==> src/rtl/reg_memory_pkg.sv <==
// Shared types for the reg_memory word store.
package reg_memory_pkg;

  // Controller state: sweeping zeros through the array, or serving reads and writes.
  typedef enum logic {
    ST_CLEAR = 1'b0,
    ST_IDLE  = 1'b1
  } state_e;

endpackage

==> src/rtl/reg_memory_mem_word.sv <==
// One storage word: WIDTH flops loaded from d when we is high.
// Ports: clk (rising edge), we (load enable), d (next value), q (stored word).
// The word has no reset; the top-level clear sweep is what zeroes it.
module mem_word #(
  parameter int unsigned WIDTH = 3
) (
  input  logic             clk,
  input  logic             we,
  input  logic [WIDTH-1:0] d,
  output logic [WIDTH-1:0] q
);

  always_ff @(posedge clk) begin
    if (we) begin
      q <= d;
    end
  end

endmodule

==> src/rtl/reg_memory.sv <==
// Synchronous word memory with a built-in zero-fill sweep.
// Ports:
//   clk, rst_n                  clock, async active-low reset
//   wr_en, wr_addr, wr_data     write port
//   rd_en, rd_addr              read request
//   rd_data, rd_valid           registered read result, one-cycle valid pulse
//   clr                         start a clear sweep (taken only when idle)
//   busy                        clear sweep in progress; all requests ignored
module reg_memory
  import reg_memory_pkg::*;
#(
  parameter  int unsigned WIDTH  = 3,
  parameter  int unsigned DEPTH  = 4,
  localparam int unsigned ADDR_W = $clog2(DEPTH)
) (
  input  logic              clk,
  input  logic              rst_n,
  input  logic              wr_en,
  input  logic [ADDR_W-1:0] wr_addr,
  input  logic [WIDTH-1:0]  wr_data,
  input  logic              rd_en,
  input  logic [ADDR_W-1:0] rd_addr,
  output logic [WIDTH-1:0]  rd_data,
  output logic              rd_valid,
  input  logic              clr,
  output logic              busy
);

  localparam int unsigned LAST = DEPTH - 1;

  state_e            state;
  state_e            state_nxt;
  logic [ADDR_W-1:0] ptr;
  logic [ADDR_W-1:0] ptr_nxt;
  logic              busy_nxt;
  logic [WIDTH-1:0]  rd_data_nxt;
  logic              rd_valid_nxt;

  logic [DEPTH-1:0]  word_we;
  logic [WIDTH-1:0]  word_d;
  logic [WIDTH-1:0]  word_q [DEPTH];
  logic [WIDTH-1:0]  rd_word;
  logic              rd_in_range;

  // Storage array.
  for (genvar g = 0; g < DEPTH; g++) begin : g_word
    mem_word #(.WIDTH(WIDTH)) u_word (
      .clk (clk),
      .we  (word_we[g]),
      .d   (word_d),
      .q   (word_q[g])
    );
  end

  // State, sweep pointer and registered outputs.
  always_ff @(posedge clk or negedge rst_n) begin
    if (!rst_n) begin
      state    <= ST_CLEAR;
      ptr      <= '0;
      busy     <= 1'b1;
      rd_data  <= '0;
      rd_valid <= 1'b0;
    end else begin
      state    <= state_nxt;
      ptr      <= ptr_nxt;
      busy     <= busy_nxt;
      rd_data  <= rd_data_nxt;
      rd_valid <= rd_valid_nxt;
    end
  end

  // Next state, write decode, read mux and bypass.
  always_comb begin
    state_nxt    = state;
    ptr_nxt      = ptr;
    busy_nxt     = 1'b0;
    rd_data_nxt  = rd_data;
    rd_valid_nxt = 1'b0;
    word_we      = '0;
    word_d       = '0;
    rd_word      = '0;

    // Addresses at or beyond DEPTH match no word, so they read as zero.
    rd_in_range = (32'(rd_addr) < DEPTH);
    for (int i = 0; i < DEPTH; i++) begin
      if (rd_addr == ADDR_W'(i)) begin
        rd_word = word_q[i];
      end
    end

    case (state)
      ST_CLEAR: begin
        for (int i = 0; i < DEPTH; i++) begin
          if (ptr == ADDR_W'(i)) begin
            word_we[i] = 1'b1;
          end
        end
        if (ptr == ADDR_W'(LAST)) begin
          state_nxt = ST_IDLE;
          ptr_nxt   = '0;
        end else begin
          ptr_nxt = ptr + ADDR_W'(1);
        end
      end

      ST_IDLE: begin
        word_d = wr_data;
        if (wr_en) begin
          for (int i = 0; i < DEPTH; i++) begin
            if (wr_addr == ADDR_W'(i)) begin
              word_we[i] = 1'b1;
            end
          end
        end
        if (rd_en) begin
          rd_valid_nxt = 1'b1;
          // Write-first: a same-cycle write to the read address is returned directly.
          if (wr_en && (wr_addr == rd_addr) && rd_in_range) begin
            rd_data_nxt = wr_data;
          end else begin
            rd_data_nxt = rd_word;
          end
        end
        // A coincident write still lands this edge; the sweep then erases it.
        if (clr) begin
          state_nxt = ST_CLEAR;
          ptr_nxt   = '0;
        end
      end

      default: begin
        state_nxt = ST_CLEAR;
        ptr_nxt   = '0;
      end
    endcase

    busy_nxt = (state_nxt == ST_CLEAR);
  end

endmodule

==> config.mk <==
export PLATFORM = sky130hd
export DESIGN_NAME = reg_memory
export DESIGN_NICKNAME = d
export VERILOG_FILES = /design/src/rtl/reg_memory_pkg.sv /design/src/rtl/reg_memory_mem_word.sv /design/src/rtl/reg_memory.sv
export SDC_FILE = /design/constraint.sdc
export NUM_CORES = 1
export LEC_CHECK = 0
export BUFFER_PORTS_ARGS = -buffer_cell sky130_fd_sc_hd__buf_2
export CAP_MARGIN = 20
export CORE_MARGIN = 8
export CORE_UTILIZATION = 53
export DETAILED_ROUTE_END_ITERATION = 10
export GPL_TIMING_DRIVEN = 0
export MAX_ROUTING_LAYER = met4
export PLACE_DENSITY = 0.8
export SYNTH_ARGS = -nofsm -noshare
export SYNTH_HDL_FRONTEND = slang
export SYNTH_SLANG_ARGS = --single-unit
==> constraint.sdc <==
create_clock -name clk -period 1.95 [get_ports clk]
set_clock_uncertainty 0.2 [all_clocks]
set_input_delay 0.0975 -clock clk [delete_from_list [all_inputs] [get_ports clk]]
set_output_delay 0.0975 -clock clk [all_outputs]
set_load 0.02 [all_outputs]
* Yosys cells after proc, flatten, opt, wreduce, memory -nomap -nowiden
Index checks and enable logic that the tools add are counted.
** Storage, ports and cells
- Output and inout bits :: 5
- Register bits after elaboration :: 20
- Word-level logic and storage cells :: 51
- Bits of input ports :: 12
** Cells by class
- Add/subtract/negate cells :: 1
- Muxes and demuxes :: 23
- Equality and inequality tests :: 11
- Reduce and logical (&&, ||, !) cells :: 5
- Bitwise gates (word level) :: 2
** Operator list (count)
- $mux 3 :: 6
- $eq 2x2->1 const B :: 6
- $mux 1 :: 11
- $pmux 4 s2 :: 1
- $eq 2x1->1 const B :: 3
- $logic_not 2->1 :: 3
- $mux 2 :: 2
- $mux 4 :: 1
- $pmux 2 s2 :: 1
- $add 2x1->2 const B :: 1
- $eq 2x2->1 :: 1
- $ne 2x2->1 const B :: 1
- $not 1->1 :: 2
- $pmux 1 s2 :: 1
- $reduce_and 2->1 :: 1
- $logic_and 1x1->1 :: 1

* Longest topological paths before layout
- Depth after elaboration :: 6
- Mapped depth :: 4
- Gate-level depth less buffers :: 4

* Cells and area by module
A second synthesis with hierarchy kept.
** Second synthesis, totals
- Cells, all modules :: 73
- Area total of the unflattened synthesis :: 942.2 um^2
** Modules (own cells, without submodules)
- reg_memory :: cells an instance 61, seq. area each 201.4 um^2, times used 1, area an instance 581.8 um^2
- mem_word :: cells an instance 3, seq. area each 90.1 um^2, times used 4, area an instance 90.1 um^2

* Least setup slack after synthesis
Ideal clock, no wire load.
- Kind :: register -> register
- Start point :: register state
- End point :: register g_word[2].u_word.q[0] (enable)
- Cell stages (with the launch flop) :: 4
- Library setup time :: 331 ps
- Data arrival time :: 923 ps
- Path slack :: 496 ps
- Period minus slack after synthesis :: 1454 ps
- Data required time :: 1419 ps
- Path buffers :: 1
- Path through :: dfrtp_1 clkbuf_1 nand2_1 o22ai_1
** On the way
- Longest elaborated chain between the ends :: 2
** RTL lines
- start: declaration :: line reg_memory.sv:31 : state_e state;
- start signal: assignment :: line reg_memory.sv:64 : state <= state_nxt;
- $not 1->1
- $pmux 4 s2 (*) :: line reg_memory.sv:91 : case (state)
- named net g_word[2].u_word.we :: line reg_memory_mem_word.sv:8 : input logic we,
- end signal: assignment :: line reg_memory_mem_word.sv:15 : q <= d;
- end: declaration :: line reg_memory_mem_word.sv:10 : output logic [WIDTH-1:0] q
The timed path passes the listed nets; every way through them passes the cells marked *.
A chain may end at the register's enable or synchronous reset.

* Final worst setup path
- Start point :: register state
- End point :: register g_word[3].u_word.q[1] (enable)
** On the way
- Longest elaborated chain between the ends :: 2
** RTL lines (line)
- $not 1->1
- $pmux 4 s2 (*) :: reg_memory.sv:91
- named net g_word[3].u_word.we :: reg_memory_mem_word.sv:8
- end signal: assignment :: reg_memory_mem_word.sv:15
- end: declaration :: reg_memory_mem_word.sv:10
Marked as above.

==> flow_summary.html <==
<table>
<tr><th>Metric</th><th>Value</th></tr>
<tr><th colspan="2">STA</th></tr>
<tr><td>Setup Total Neg Slack</td><td>0 ns</td></tr>
<tr><td>Final worst-path cycle share</td><td>0.8774</td></tr>
<tr><td>Maximum operating frequency</td><td>584.5 MHz</td></tr>
<tr><td>Shortest period the worst path allows</td><td>1.711 ns</td></tr>
<tr><td>Worst hold slack after final layout</td><td>0.05286 ns</td></tr>
<tr><td>Number of hold violations in the final report</td><td>0</td></tr>
<tr><td>Worst rel slew slack</td><td>0.7470</td></tr>
<tr><td>Number of slew-limit violations in the final report</td><td>0</td></tr>
<tr><td>Setup repair after global routing missed its margin</td><td>no</td></tr>
<tr><td>Worst Max-Slew Pin Slew</td><td>0.3795 ns</td></tr>
<tr><td>Total setup violations reported at the end of the flow</td><td>0</td></tr>
<tr><th colspan="2">Place</th></tr>
<tr><td>Placed cells</td><td>106</td></tr>
<tr><td>Number of port buffers</td><td>15</td></tr>
<tr><td>Detail Placement HPWL</td><td>1384 µm</td></tr>
<tr><td>Final weighted congestion of routability-driven global placement</td><td>0.7947</td></tr>
<tr><td>Placed standard-cell area</td><td>1037 µm²</td></tr>
<tr><th colspan="2">Critical path</th></tr>
<tr><td>Crit path max fanout</td><td>10</td></tr>
<tr><td>Startpoint of the worst register-to-register path</td><td>state</td></tr>
<tr><td>Arrival time reported for the critical path endpoint</td><td>1.51 ns</td></tr>
<tr><td>Crit path launch type</td><td>register</td></tr>
<tr><td>Worst reg2reg setup slack</td><td>0.24 ns</td></tr>
<tr><td>Terminus of the critical flop-to-flop path</td><td>g_word[3].u_word.q[1]</td></tr>
<tr><td>Slowest-stage cell, CP</td><td>sky130_fd_sc_hd__dfrtp_1</td></tr>
<tr><td>Type of the worst setup path</td><td>reg -&gt; reg</td></tr>
<tr><td>Buf+Inv Stages, Crit Path</td><td>1</td></tr>
<tr><td>Type of destination of the critical path</td><td>register</td></tr>
<tr><td>Crit-path max cell delay</td><td>0.45 ns</td></tr>
<tr><td>Number of cells traversed by the worst register-to-register path</td><td>3</td></tr>
<tr><td>Series of cell instances along the critical path</td><td>clkbuf_1, nand2_1, o22ai_1</td></tr>
<tr><td>Gate family responsible for the most delay along the worst path</td><td>flip-flops</td></tr>
<tr><td>Required time at the endpoint of the critical path</td><td>1.75 ns</td></tr>
<tr><th colspan="2">Cells and area</th></tr>
<tr><td>Cell area after layout</td><td>1180 µm²</td></tr>
<tr><td>Share of the core filled with cells in the final layout</td><td>0.6985</td></tr>
<tr><td>Fraction of layout instances using a drive strength above 1</td><td>0.2353</td></tr>
<tr><td>Post-route non-filler standard cell count</td><td>119</td></tr>
<tr><td>Antenna diodes</td><td>0</td></tr>
<tr><td>Layout Area Growth over Synthesis</td><td>25.40%</td></tr>
<tr><td>Total number of nets in the final design</td><td>119</td></tr>
<tr><th colspan="2">Routing</th></tr>
<tr><td>Post-DR wirelength/cell</td><td>17.41 µm</td></tr>
<tr><td>Routed met2 length</td><td>974 µm</td></tr>
<tr><td>Uppermost signal routing layer after detailed routing</td><td>met4</td></tr>
<tr><td>Iteration-0 DRC count of the detailed router</td><td>11</td></tr>
<tr><td>Remaining antenna violation count</td><td>0</td></tr>
<tr><td>Router iterations before antenna repair</td><td>4</td></tr>
<tr><td>M1 WL</td><td>822 µm</td></tr>
<tr><td>Post-route DRC violation count</td><td>0</td></tr>
<tr><td>Total vias in the final route</td><td>709</td></tr>
<tr><td>Detail Route met3 WL</td><td>102 µm</td></tr>
<tr><td>DR vias/cell</td><td>5.958</td></tr>
<tr><td>Overall routed net length</td><td>2072 µm</td></tr>
<tr><th colspan="2">Floorplanning</th></tr>
<tr><td># IOs</td><td>17</td></tr>
<tr><td>Area of the die</td><td>3380 µm²</td></tr>
<tr><td>Num rows</td><td>15</td></tr>
<tr><td>Initial standard-cell utilization of the core</td><td>0.5570</td></tr>
<tr><td>Die X-Extent</td><td>58.14 µm</td></tr>
<tr><td>Die span in y</td><td>58.14 µm</td></tr>
<tr><td>Std-Cell Core Area</td><td>1689 µm²</td></tr>
<tr><th colspan="2">Power and ir drop</th></tr>
<tr><td>IR Drop Worst-Case VDD</td><td>0.0005732 V</td></tr>
<tr><td>Reported net switching power</td><td>538.3 µW</td></tr>
<tr><td>Total power density per cell area</td><td>1359 nW/µm²</td></tr>
<tr><td>Reported leakage power</td><td>0.0004805 µW</td></tr>
<tr><td>Sequential power share</td><td>0.461</td></tr>
<tr><td>Cell-internal power</td><td>1066 µW</td></tr>
<tr><td>Sw Share</td><td>0.3356</td></tr>
<tr><td>Logic gate share of total power</td><td>0.326</td></tr>
<tr><td>Clk pwr share</td><td>0.212</td></tr>
<tr><th colspan="2">Clock network</th></tr>
<tr><td>Clock latency reported for the late side of the worst-skew pair</td><td>0.31 ns</td></tr>
<tr><td>Clock slew at the register clock pins of the worst setup and hold paths</td><td>0.12 ns</td></tr>
<tr><td>Clock root buffer</td><td>sky130_fd_sc_hd__clkbuf_4</td></tr>
<tr><td>Clock buffers created by TritonCTS</td><td>3</td></tr>
<tr><td>Sinks on the clock net</td><td>20</td></tr>
<tr><td>Clock tree from TritonCTS</td><td>done</td></tr>
<tr><td>H-tree Lvls</td><td>1</td></tr>
<tr><td>Clock tree buffer depth</td><td>2</td></tr>
<tr><th colspan="2">Run status</th></tr>
<tr><td>Result of the run</td><td>complete, no violations</td></tr>
<tr><th colspan="2">Yosys</th></tr>
<tr><td>Most area-hungry cell type in the Yosys netlist</td><td>sky130_fd_sc_hd__edfxtp_1</td></tr>
<tr><td>Area fraction of the dominant cell type after synthesis</td><td>0.3830</td></tr>
<tr><td>Synthesized netlist net count</td><td>90</td></tr>
<tr><td>Most area-consuming cells after synthesis</td><td>sky130_fd_sc_hd__edfxtp_1 38%, sky130_fd_sc_hd__dfrtp_1 19%, sky130_fd_sc_hd__mux4_2 7.2%</td></tr>
<tr><td>Synthesized instance count</td><td>74</td></tr>
<tr><td>Synthesized area divided by synthesized cell count</td><td>12.71 µm²</td></tr>
<tr><td>Post-synthesis cell area</td><td>940.9 µm²</td></tr>
<tr><td>Flops &amp; latches, synth</td><td>20</td></tr>
<tr><td>Number of warning messages in the yosys log</td><td>0</td></tr>
<tr><td>Count of different cell masters after synthesis</td><td>21</td></tr>
<tr><td>Share of synthesized area occupied by flip-flops and latches</td><td>0.5971</td></tr>
<tr><th colspan="2">Global route</th></tr>
<tr><td>Initial antenna violation count</td><td>0</td></tr>
<tr><td>GR Overflow Total</td><td>0</td></tr>
<tr><td>Pin count of the biggest net entering global routing</td><td>13</td></tr>
<tr><td>Vias in the first global route</td><td>740</td></tr>
<tr><td>Global-route wire length before repair</td><td>3470 µm</td></tr>
<tr><td>Global-route total usage across every layer</td><td>0.1415</td></tr>
<tr><th colspan="2">Job</th></tr>
<tr><td>Max-Cap Viols</td><td>0</td></tr>
<tr><th colspan="2">Min path</th></tr>
<tr><td>Worst min path class</td><td>in -&gt; async</td></tr>
</table>
==> placed cells by master, fill, tap and decap left out <==
cell type and n:
sky130_fd_sc_hd__inv_1 9, sky130_fd_sc_hd__nand2_1 4, sky130_fd_sc_hd__and2_1 4, sky130_fd_sc_hd__dlygate4sd3_1 9
sky130_fd_sc_hd__dfstp_2 1, sky130_fd_sc_hd__clkbuf_1 2, sky130_fd_sc_hd__buf_6 1, sky130_fd_sc_hd__dfrtp_1 7
sky130_fd_sc_hd__o31ai_1 3, sky130_fd_sc_hd__xor2_1 2, sky130_fd_sc_hd__mux4_2 3, sky130_fd_sc_hd__a31oi_1 3
sky130_fd_sc_hd__nor2_1 4, sky130_fd_sc_hd__nor2b_1 1, sky130_fd_sc_hd__nand2b_1 2, sky130_fd_sc_hd__edfxtp_1 12
sky130_fd_sc_hd__o22ai_1 4, sky130_fd_sc_hd__nand4_1 3, sky130_fd_sc_hd__ha_1 4, sky130_fd_sc_hd__xnor2_1 2
sky130_fd_sc_hd__buf_2 15, sky130_fd_sc_hd__clkbuf_4 3, sky130_fd_sc_hd__o21ai_0 2, sky130_fd_sc_hd__a21oi_1 1
sky130_fd_sc_hd__bufinv_16 1
==> synth_stat cells <==
master	n
sky130_fd_sc_hd__a21oi_1	1
sky130_fd_sc_hd__a31oi_1	3
sky130_fd_sc_hd__and2_1	4
sky130_fd_sc_hd__buf_6	1
sky130_fd_sc_hd__clkbuf_1	2
sky130_fd_sc_hd__dfrtp_1	7
sky130_fd_sc_hd__dfstp_2	1
sky130_fd_sc_hd__edfxtp_1	12
sky130_fd_sc_hd__ha_1	4
sky130_fd_sc_hd__inv_1	9
sky130_fd_sc_hd__mux4_2	3
sky130_fd_sc_hd__nand2_1	4
sky130_fd_sc_hd__nand2b_1	2
sky130_fd_sc_hd__nand4_1	3
sky130_fd_sc_hd__nor2_1	4
sky130_fd_sc_hd__nor2b_1	1
sky130_fd_sc_hd__o21ai_0	2
sky130_fd_sc_hd__o22ai_1	4
sky130_fd_sc_hd__o31ai_1	3
sky130_fd_sc_hd__xnor2_1	2
sky130_fd_sc_hd__xor2_1	2
==> worst register-to-register path, cell delays in order (launching register included) <==
cell,delay (ns)
sky130_fd_sc_hd__dfrtp_1,0.45
sky130_fd_sc_hd__clkbuf_1,0.34
sky130_fd_sc_hd__nand2_1,0.13
sky130_fd_sc_hd__o22ai_1,0.29
==> flip-flops by register name (all words and copies together), names as in the netlist <==
register         cells
state                1
rd_data              3
g_word.u_word.q     12
rd_valid             1
busy                 1
ptr                  2
==> cell families after synthesis <==
logic type / Yosys count / share of synthesized area
AOI/OAI and AO/OA: 13 / 0.08643
xor gates and xnor gates: 4 / 0.03724
adders and majority gates: 4 / 0.05319
buffers and inverters: 12 / 0.05585
DFF: 20 / 0.5971
muxes: 3 / 0.07180
and+or+nand+nor: 18 / 0.09839
==> repair_timing <==
action                    in CTS  in global routing
gates resized for setup        0                  0
setup buffers                  0                  0
hold endpoints to repair      19                  0
hold buffers                   9                  0
==> metal layers <==
layer	vias to the layer above	global-route usage
met1	328	0.1501
met3	17	0.02649
met2	39	0.2054
met4	0	0.1608
met5	-	-
li1	325	-
==> stage by stage <==
stage,setup slack (ns),power (µW)
6_report,0.2390,1604
5_1_grt,0.1030,1707
4_1_cts,0.2517,1598
3_5_place_dp,0.2533,1249
3_3_place_gp,0.2590,1217
2_1_floorplan,0.4961,1080
==> worst max-delay path by stage <==
stage	from	end	slack [ns]	cells after the start
global route	state	g_word[3].u_word.q[1]	0.10	3
global placement	state	g_word[3].u_word.q[1]	0.26	3
detailed placement	state	g_word[3].u_word.q[1]	0.25	3
CTS	state	g_word[3].u_word.q[1]	0.25	3
floorplan	state	g_word[2].u_word.q[0]	0.50	3
finish	state	g_word[3].u_word.q[1]	0.24	3
==> power by group through the flow <==
stage / registers [µW] / logic [µW] / clock network [µW]
floorplan: 785 / 295 / 0
global placement: 735 / 482 / 0
detailed placement: 751 / 498 / 0
CTS: 740 / 513 / 344
global route: 763 / 590 / 353
finish: 740 / 523 / 341
==> cell type report <==
type,count,area [µm²]
Clock buffer,3,22.52
Buffer,3,18.77
Clock inverter,1,30.03
Timing Repair Buffer,24,165.2
Fill cell,104,509.2
Tap cell,17,21.27
Sequential cell,20,561.8
Multi-Input combinational cell,42,326.6
Inverter,9,33.78
(Power assumes the default switching activity.)
